**src/rtl/bsg_tag_serializer.sv**
```systemverilog
// Transmit end of the bsg_tag serial protocol: a master-reset preamble after
// reset, then one bit-serial frame per accepted packet, separated by idle gaps.
module bsg_tag_serializer #(
   parameter int els_p        = 32,
   parameter int lg_width_p   = 4,
   parameter int reset_ones_p = 64,
   parameter int gap_bits_p   = 1,
   localparam int lg_els_lp   = (els_p > 1) ? $clog2(els_p) : 1,
   localparam int pay_w_lp    = (1 << lg_width_p) - 1
) (
   input  logic                  clk_i,
   input  logic                  reset_n_i,
   input  logic                  v_i,
   output logic                  ready_o,
   input  logic [lg_els_lp-1:0]  client_id_i,
   input  logic                  data_not_reset_i,
   input  logic [lg_width_p-1:0] len_i,
   input  logic [pay_w_lp-1:0]   payload_i,
   output logic                  tag_data_o,
   output logic                  init_done_o,
   output logic                  busy_o
);

   localparam int hdr_lp   = lg_els_lp + 1 + lg_width_p;
   localparam int sh_w_lp  = hdr_lp + pay_w_lp;
   localparam int frm_lp   = 1 + sh_w_lp;
   localparam int mx_a_lp  = (reset_ones_p > frm_lp) ? reset_ones_p : frm_lp;
   localparam int mx_lp    = (mx_a_lp > gap_bits_p) ? mx_a_lp : gap_bits_p;
   localparam int cw_lp    = $clog2(mx_lp + 1);

   typedef enum logic [1:0] {
      S_PRE,
      S_GAP,
      S_IDLE,
      S_SHIFT
   } state_e;

   state_e              r_state;
   state_e              w_state_n;
   logic [cw_lp-1:0]    r_cnt;
   logic [cw_lp-1:0]    w_cnt_n;
   logic [sh_w_lp-1:0]  r_shift;
   logic [sh_w_lp-1:0]  w_shift_n;
   logic                r_tag;
   logic                w_tag_n;
   logic                r_init;

   always_ff @(posedge clk_i or negedge reset_n_i) begin
      if (!reset_n_i) begin
         r_state <= S_PRE;
         r_cnt   <= '0;
         r_shift <= '0;
         r_tag   <= 1'b0;
         r_init  <= 1'b0;
      end else begin
         r_state <= w_state_n;
         r_cnt   <= w_cnt_n;
         r_shift <= w_shift_n;
         r_tag   <= w_tag_n;
         r_init  <= r_init | (w_state_n == S_IDLE);
      end
   end

   // r_tag holds the bit for the current cycle; w_tag_n is the next one,
   // so the start bit goes out the cycle right after the handshake.
   always_comb begin
      w_state_n = r_state;
      w_cnt_n   = r_cnt;
      w_shift_n = r_shift;
      w_tag_n   = 1'b0;
      case (r_state)
         S_PRE: begin
            w_tag_n = 1'b1;
            if (r_cnt == cw_lp'(reset_ones_p - 1)) begin
               w_state_n = S_GAP;
               w_cnt_n   = '0;
            end else begin
               w_cnt_n = r_cnt + cw_lp'(1);
            end
         end
         S_GAP: begin
            if (r_cnt == cw_lp'(gap_bits_p - 1)) begin
               w_state_n = S_IDLE;
               w_cnt_n   = '0;
            end else begin
               w_cnt_n = r_cnt + cw_lp'(1);
            end
         end
         S_IDLE: begin
            if (v_i) begin
               w_tag_n   = 1'b1;
               w_shift_n = {payload_i, len_i, data_not_reset_i, client_id_i};
               w_cnt_n   = cw_lp'(hdr_lp) + cw_lp'(len_i);
               w_state_n = S_SHIFT;
            end
         end
         S_SHIFT: begin
            // r_cnt counts frame bits still to send after the start bit
            w_tag_n   = r_shift[0];
            w_shift_n = r_shift >> 1;
            if (r_cnt == cw_lp'(1)) begin
               w_state_n = S_GAP;
               w_cnt_n   = '0;
            end else begin
               w_cnt_n = r_cnt - cw_lp'(1);
            end
         end
         default: begin
            w_state_n = S_PRE;
            w_cnt_n   = '0;
         end
      endcase
   end

   assign ready_o     = (r_state == S_IDLE);
   assign busy_o      = (r_state != S_IDLE);
   assign tag_data_o  = r_tag;
   assign init_done_o = r_init;

endmodule
```
**config.mk**
```make
export PLATFORM = sky130hd
export DESIGN_NAME = bsg_tag_serializer
export DESIGN_NICKNAME = d
export VERILOG_FILES = /design/src/rtl/bsg_tag_serializer.sv
export SDC_FILE = /design/constraint.sdc
export NUM_CORES = 1
export LEC_CHECK = 0
export ABC_AREA = 1
export BUFFER_PORTS_ARGS = -buffer_cell sky130_fd_sc_hd__buf_2
export CAP_MARGIN = 20
export CELL_PAD_IN_SITES_DETAIL_PLACEMENT = 0
export CELL_PAD_IN_SITES_GLOBAL_PLACEMENT = 1
export CORE_MARGIN = 8
export CORE_UTILIZATION = 44
export CTS_CLUSTER_DIAMETER = 120
export DETAILED_ROUTE_END_ITERATION = 7
export GPL_TIMING_DRIVEN = 0
export PLACE_DENSITY = 0.92
export SLEW_MARGIN = 10
export SYNTH_ARGS = -nofsm -noshare
export SYNTH_HDL_FRONTEND = slang
export SYNTH_SLANG_ARGS = --single-unit
```
**constraint.sdc**
```tcl
create_clock -name clk_i -period 3.15 [get_ports clk_i]
set_input_delay 0.315 -clock clk_i [delete_from_list [all_inputs] [get_ports clk_i]]
set_output_delay 0.315 -clock clk_i [all_outputs]
set_load 0.03 [all_outputs]
```
### After elaboration in Yosys (flattened, before gate mapping)

Index checks and enable logic that the tools add are counted.

| cells by class | value |
|---|---|
| add/subtract/negate cells | 3 |
| multiply operators | 0 |
| divide/modulo/power cells | 0 |
| magnitude comparators | 0 |
| eq/ne operators | 8 |
| shift-type cells | 0 |
| mux-type cells | 14 |
| bitwise logic cells | 1 |
| reduce and logical (&&, ||, !) cells | 4 |

Operator list:

| kind | count |
|---|---|
| 25-bit one-hot mux with 2 select lines | 1 |
| 7-bit two-way mux | 4 |
| 7-bit one-hot mux with 4 select lines | 1 |
| 25-bit two-way mux | 1 |
| 2-bit two-way mux | 4 |
| 2-bit one-hot mux with 4 select lines | 1 |
| 7-bit by 1-bit adder with 7-bit output, second input constant | 1 |
| 7-bit by 1-bit equality test with 1-bit output, second input constant | 1 |
| 7-bit by 6-bit equality test with 1-bit output, second input constant | 1 |
| 7-bit zero test | 1 |
| 7-bit by 1-bit subtractor with 7-bit output, second input constant | 1 |
| 2-bit equality test, second input constant | 3 |
| 4-bit by 4-bit adder with 5-bit output, first input constant | 1 |
| 2-bit inequality test, second input constant | 2 |
| 1-bit one-hot mux with 3 select lines | 1 |
| 2-bit by 1-bit equality test with 1-bit output, second input constant | 1 |
| 2-bit zero test | 1 |
| 2-bit AND reduction | 1 |
| 2-bit nonzero test | 1 |
| 1-bit two-way mux | 1 |
| 1-bit bitwise OR | 1 |

| storage, ports and cells | value |
|---|---|
| register bits after elaboration | 36 |
| latch bits | 0 |
| memory bits (writable) | 0 |
| memory bits (read-only) | 0 |
| input bits | 28 |
| output and inout bits | 4 |
| word-level logic and storage cells | 35 |
| memories kept | 0 |

### Logic depth before layout (Yosys ltp)

Gate-level depths: netlist of the first run.

| logic depth | value |
|---|---|
| depth after elaboration | 5 |
| mapped depth | 11 |
| depth with buffers taken out | 11 |

### Least setup slack after synthesis of the first run

OpenSTA, ideal clock, no wires.

| timing path | value |
|---|---|
| kind | register to register |
| start | register r_cnt[0] |
| end | register r_cnt[4] |
| library setup time | 117 ps |
| arrival | 1358 ps |
| required time | 3033 ps |
| path slack | 1675 ps |
| cell stages (with the launch flop) | 12 |
| buffers on the path | 0 |
| period minus slack after synthesis | 1475 ps |
| cells stage by stage | dfrtp_1 > inv_1 > ha_1 > nand2_1 > nor2_1 > nand2_1 > nand2_1 > nand2_1 > nand2_1 > nand2_1 > nor2_1 > nor2_1 |

| on the way | value |
|---|---|
| word-level cells in the longest chain between the ends | 3 |
| elaborated cells between the ends (all ways) | 9 |
| those cells by class | add/sub: 2; eq/ne: 2; mux: 4; reduce/logical: 1 |

RTL lines:

| element | RTL line | RTL |
|---|---|---|
| start: declaration | 40 | `logic [cw_lp-1:0] r_cnt;` |
| start signal: assignment | 57 | `r_cnt <= w_cnt_n;` |
| 7-bit by 1-bit subtractor with 7-bit output, or another cell as far along | 105 | `w_cnt_n = r_cnt - cw_lp'(1);` |
| 7-bit two-way mux (on tied branches) | 101, 74, 82 |  |
| 7-bit one-hot mux with 4 select lines (*) | 71 | `case (r_state)` |

Every way passes the cells marked *; elsewhere a longest branch is shown, timed or not.
A chain may end at the register's enable or synchronous reset.

### Worst setup path in the final report of the first run

Same ends and word-level chain as after synthesis.

==> impl_metrics.tcl, run 1 <==
set metrics [dict create \
    synth.top_cells.by_area "dfrtp_1, nand2_1, o211ai_1" \
    r2r-end "r_cnt[4]$_DFFE_PN0P_" \
    timing_hold_violations_final 0 \
    routedWlPerCell_um 13.3 \
    clock_latency_ns 0.29 \
    die_h_um 84.6 \
    drive_gt1_share_pct 18.7 \
    ys_warn_count 0 \
    syn-num-nets 309 \
    maxCapViolations 0 \
    p_total_uw 2260 \
    cts_setup_buffers 0 \
    drc 0 \
    cp-end-kind "register" \
    fin_util_pct 52.0 \
    dr.pass1.iters 4 \
    syn-cell-area_um2 2070 \
    p_leak_uw 0.00120 \
    cts.sinks 36 \
    r2r_cells 11 \
    path_clk_slew_ns 0.08 \
    synth_top_cells_by_count "nand2_1, dfrtp_1, inv_1" \
    ys_ff_latch 36 \
    routed_wl_um 4910 \
    hp-class "in2async" \
    grt_pass1_wl_um 8920 \
    max_freq_ghz 0.588 \
    synth_flop_cell "dfrtp_1" \
    r2r-start "r_cnt[0]$_DFFE_PN0P_" \
    h-tree-depth 2 \
    period_minus_slack_ns 1.70 \
    power_density_nw_per_um2 939 \
    overflow 0 \
    synth_top_area_cell "dfrtp_1" \
    dieArea_um2 7160 \
    cts-root-buf "clkbuf_8" \
    portBuffers 31 \
    dp_hpwl_um 3620 \
    async_reset_ff_share_pct 100 \
    pin_count 32 \
    rsz0062_at_grt "false" \
    yosysTopAreaCellShare_pct 43.5 \
    critPathLaunchType "register" \
    cts_max_path_buffers 2 \
    grt_antenna_before_repair 0 \
    post_cts_resized 0 \
    yosysMostFrequentCell "nand2_1" \
    ant_nets 0 \
    avgSynthCellArea_um2 7.48 \
    peakVddDrop_mv 0.399 \
    synth.distinct_cells 24 \
    track_usage_pct 15.1 \
    fin_area_um2 2410 \
    yosysSeqAreaShare_pct 43.5 \
    grt_max_degree 37 \
    n_antenna_cell 0 \
    die_w_um 84.6 \
    cts_tree "yes" \
    synth_cells 277 \
    cts_made_buffers 5 \
    skew_ns 0.00736 \
    coreArea_um2 4630 \
    gp_congestion 0.837 \
    finalSetupTns_ns 0 \
    tightest_slew_ns 0.788 \
    start_util_pct 44.8 \
    place_area_um2 2300 \
    vias_per_cell 5.22 \
    drtIter0Drc 91 \
    drv_slew 0 \
    setup-violations-final 0 \
    nNetsFinal 347 \
    crit_end "r_cnt[4]$_DFFE_PN0P_" \
    grt_pass1_vias 2017 \
    crit_type "reg2reg" \
    synth-edff-count 0 \
    rrSetupSlack_ns 1.45 \
    outcome "complete, no violations" \
    slew_headroom_pct 47.5 \
    holdBufCountCts 0 \
    arrival_ns 1.89 \
    cp_max_fo 6 \
    startpoint "r_cnt[0]$_DFFE_PN0P_" \
    period_share_pct 54.0 \
    syn2layout_area_growth_pct 16.1 \
    rows 25 \
    vias 1931 \
    crit_required_ns 3.34 \
]
## flip-flops by register name (all words and copies together), names as in the netlist
signal and cells:
r_cnt 7, tag_data_o 1, r_state 2, init_done_o 1, r_shift 25
## cells by family after synthesis
logic type	Yosys count	synth area share (%)
buffers and inverters	52	10.6
adder cells (fa/ha/maj)	4	2.41
AND/OR/NAND/NOR	123	24.8
AO/OA/AOI/OAI	60	17.9
flip-flops	36	43.5
XOR/XNOR	2	0.845
## critical path, cell delays in order (launching register included)
cell and delay (ns):
dfrtp_1 0.45, inv_1 0.16, ha_1 0.22, nand2_1 0.07
nor2_1 0.15, nand2_1 0.15, nand2_1 0.12, nand2_1 0.06
nand2_1 0.05, nand2_1 0.04, nor2_1 0.08, nor2_1 0.04
## routing by layer
metal	track usage, %	share of wire, %
met3	4.20	5.2
met2	25.7	48
met5	0	0
met4	5.50	1.5
met1	17.6	45
## report_power, final
part	internal, µW	switching, µW
clock	234	184
combinational	373	701
sequential	673	94.8
total	1280	979
## worst min path at each step
| stage | from | end | cells after the start |
|---|---|---|---|
| after global placement | init_done_o$_DFF_PN0_ | init_done_o$_DFF_PN0_ | 1 |
| after floorplan | reset_n_i | init_done_o$_DFF_PN0_ | 0 |
| after detailed placement | init_done_o$_DFF_PN0_ | init_done_o$_DFF_PN0_ | 1 |
| after CTS | reset_n_i | r_cnt[2]$_DFFE_PN0P_ | 1 |
| after global routing | reset_n_i | r_shift[16]$_DFFE_PN0P_ | 1 |
| final | reset_n_i | r_shift[16]$_DFFE_PN0P_ | 1 |
## metrics by stage
stage	hold slack (ns)	setup WS, ns	cells
final	0.105	1.45	370
after global placement	0.449	1.45	362
after CTS	0.144	1.44	370
after global routing	0.185	1.23	370
after detailed placement	0.450	1.46	362
after floorplan	0.0194	1.68	277
## cells in the final DEF, fill, tap and decap left out, drive strengths merged
master     n
ha         4
o21ai     30
nand4      6
o22ai      1
nand2     81
dfrtp     36
nand3     16
xor2       2
and2       1
clkinv     1
or2        1
clkbuf     9
nor2      18
buf       39
o211ai    25
bufinv     1
clkinvlp   1
inv       40
a22oi      1
a21oi      3
## final cells by class
cell class                      instances  area, µm²
Timing Repair Buffer                   31        155
Clock buffer                            5       68.8
Tap cell                               54       67.6
Sequential cell                        36        901
Clock inverter                          3       42.5
Inverter                               40        153
Fill cell                             448       2220
Multi-Input combinational cell        189        952
Buffer                                 12       67.6
No activity file was read; power rests on OpenSTA's default activity.
==> run 2: changes to the inputs <==
- CORE_UTILIZATION: 44 -> 41
- PLACE_DENSITY: 0.92 -> 0.87
- clock period: 3.15 -> 1.57 ns (I/O delays scaled with it)
==> run 2 against run 1 <==
Compared with the run above: non-clock buffer count increased by 2; hold slack improved by 0.024 ns; setup slack worse by 1.3 ns; sequential cell count stayed put; combinational power is 120% higher; final cell count rose by 4.9%; die area is 5.9% higher; final area grew 4.2%; power increased by 110%; sequential share of layout area shrank 1.4 points.
==> impl_metrics.tcl, run 2 (synthesis gave the netlist of run 1 again) <==
set metrics [dict create \
    drtIter0Drc 85 \
    reg_top3 "r_shift: 25 flops, r_cnt: 7 flops, r_state: 2 flops" \
    p_leak_uw 0.00122 \
    p_int_uw 2670 \
    slew_headroom_pct 45.7 \
    top_register "r_shift" \
    cts_max_path_buffers 2 \
    dieArea_um2 7590 \
    drv_slew 0 \
    switching_share_pct 43.7 \
    largest_reg_flops 25 \
    comb_power_share_pct 49.4 \
    p_sw_uw 2070 \
    overflow 0 \
    seqPwrFrac_pct 33.6 \
    skew_ns 0.00394 \
    grt_antenna_before_repair 0 \
    outcome "complete, no violations" \
    crit_required_ns 1.75 \
    maxCapViolations 0 \
    rsz0062_at_grt "true" \
    power_frac_clock_pct 17.0 \
    gp_congestion 0.854 \
    syn2layout_area_growth_pct 21.0 \
    cp_max_fo 4 \
    vias 1927 \
    portBuffers 31 \
    setup-violations-final 0 \
    rows 26 \
    path_clk_slew_ns 0.07 \
    ant_nets 0 \
    die_w_um 87.1 \
    grt_pass1_vias 1880 \
    period_share_pct 92.4 \
    routed_wl_um 5120 \
    peakVddDrop_mv 0.632 \
    clock_latency_ns 0.28 \
    cts.sinks 36 \
    grt_pass1_wl_um 8640 \
    layout_commonest_cell "nand2_1" \
    mostFrequentLayoutCells "nand2_1, buf_2, dfrtp_1" \
    cts_made_buffers 5 \
    arrival_ns 1.63 \
    hp-class "in2reg" \
    vias_per_cell 4.97 \
    start_util_pct 41.7 \
    crit_type "reg2reg" \
    cts-root-buf "clkbuf_8" \
    final_cells 388 \
    cp-end-kind "register" \
    h-tree-depth 2 \
    max_freq_ghz 0.690 \
    die_h_um 87.1 \
    period_minus_slack_ns 1.45 \
    grt_max_degree 37 \
    n_antenna_cell 0 \
    timing_hold_violations_final 0 \
    drive_gt1_share_pct 23.6 \
    routedWlPerCell_um 13.2 \
    post-place-cells 378 \
    tightest_slew_ns 0.814 \
    dr.pass1.iters 4 \
    dp_hpwl_um 3720 \
    pin_count 32 \
    track_usage_pct 14.3 \
    drc 0 \
    cts_tree "yes" \
    coreArea_um2 4980 \
    power_density_nw_per_um2 1890 \
    nNetsFinal 349 \
    critPathLaunchType "register" \
    p_total_uw 4740 \
]
-- run 2: power groups by stage --
stage	Combinational (µW)	Sequential (µW)	Clock, µW
6_report	2340	1590	807
5_1_grt	2680	1640	871
4_1_cts	2240	1550	823
3_5_place_dp	2170	1570	0
3_3_place_gp	2140	1550	0
2_1_floorplan	1670	1530	0
-- run 2: path summary, 6_finish.rpt --
path | startpoint | endpoint | slack, ns | depth (start not counted)
worst max-delay path | r_cnt[1]$_DFFE_PN0P_ | r_cnt[4]$_DFFE_PN0P_ | 0.12 | 11
worst min-delay path | payload_i[11] | r_shift[21]$_DFFE_PN0P_ | 0.13 | 3
worst max register to register | r_cnt[1]$_DFFE_PN0P_ | r_cnt[4]$_DFFE_PN0P_ | 0.12 | 11
worst min register to register | init_done_o$_DFF_PN0_ | init_done_o$_DFF_PN0_ | 0.48 | 1
max in group asynchronous | reset_n_i | r_cnt[4]$_DFFE_PN0P_ | 0.50 | 2
min in group asynchronous | reset_n_i | r_cnt[2]$_DFFE_PN0P_ | 0.51 | 2
-- run 2: area by class of cell --
| type | count | area (µm²) |
|---|---|---|
| inverters | 40 | 155 |
| flip-flops and latches | 36 | 903 |
| well taps | 70 | 87.6 |
| multi-input cells | 189 | 1010 |
| fillers | 525 | 2470 |
| repair buffers | 34 | 180 |
| clock inverters | 2 | 35.0 |
| plain buffers | 11 | 65.1 |
| clock buffers | 6 | 72.6 |
-- run 2: routing by layer --
layer,track usage [%],up-vias,share of wire [%]
li1,-,981,-
met1,17.0,903,44
met2,24.6,36,49
met3,4.06,7,5.4
met4,3.44,0,0.84
met5,0,-,0
-- run 2: worst max-delay path, cell delays in order (launching register included) --
cell,delay [ns]
dfrtp_1,0.44
inv_2,0.12
ha_4,0.16
nand2_2,0.07
nor2_4,0.11
nand2_2,0.10
nand2_2,0.09
nand2_1,0.05
nand2_1,0.05
nand2_1,0.04
nor2_1,0.08
nor2_1,0.05
-- run 2: through the flow --
step	setup WS (ns)	TNS (ns)	instance area, µm²	hold WS, ns	utilization, %
6_report	0.120	0	2510	0.129	50.4
5_1_grt	-0.00343	-0.00343	2510	0.134	50.4
4_1_cts	0.0156	0	2450	0.123	49.3
3_5_place_dp	-0.119	-0.221	2320	0.301	46.5
3_3_place_gp	-0.125	-0.273	2320	0.305	46.5
2_1_floorplan	0.0952	0	2070	-0.139	-
-- run 2: what timing repair did --
action | in CTS | in global routing
hold endpoints to repair | 36 | 0
pin swaps | 0 | 2
setup buffers | 2 | 0
hold buffers | 1 | 0
endpoints found under the setup margin | 5 | 13
resized for setup | 5 | 19
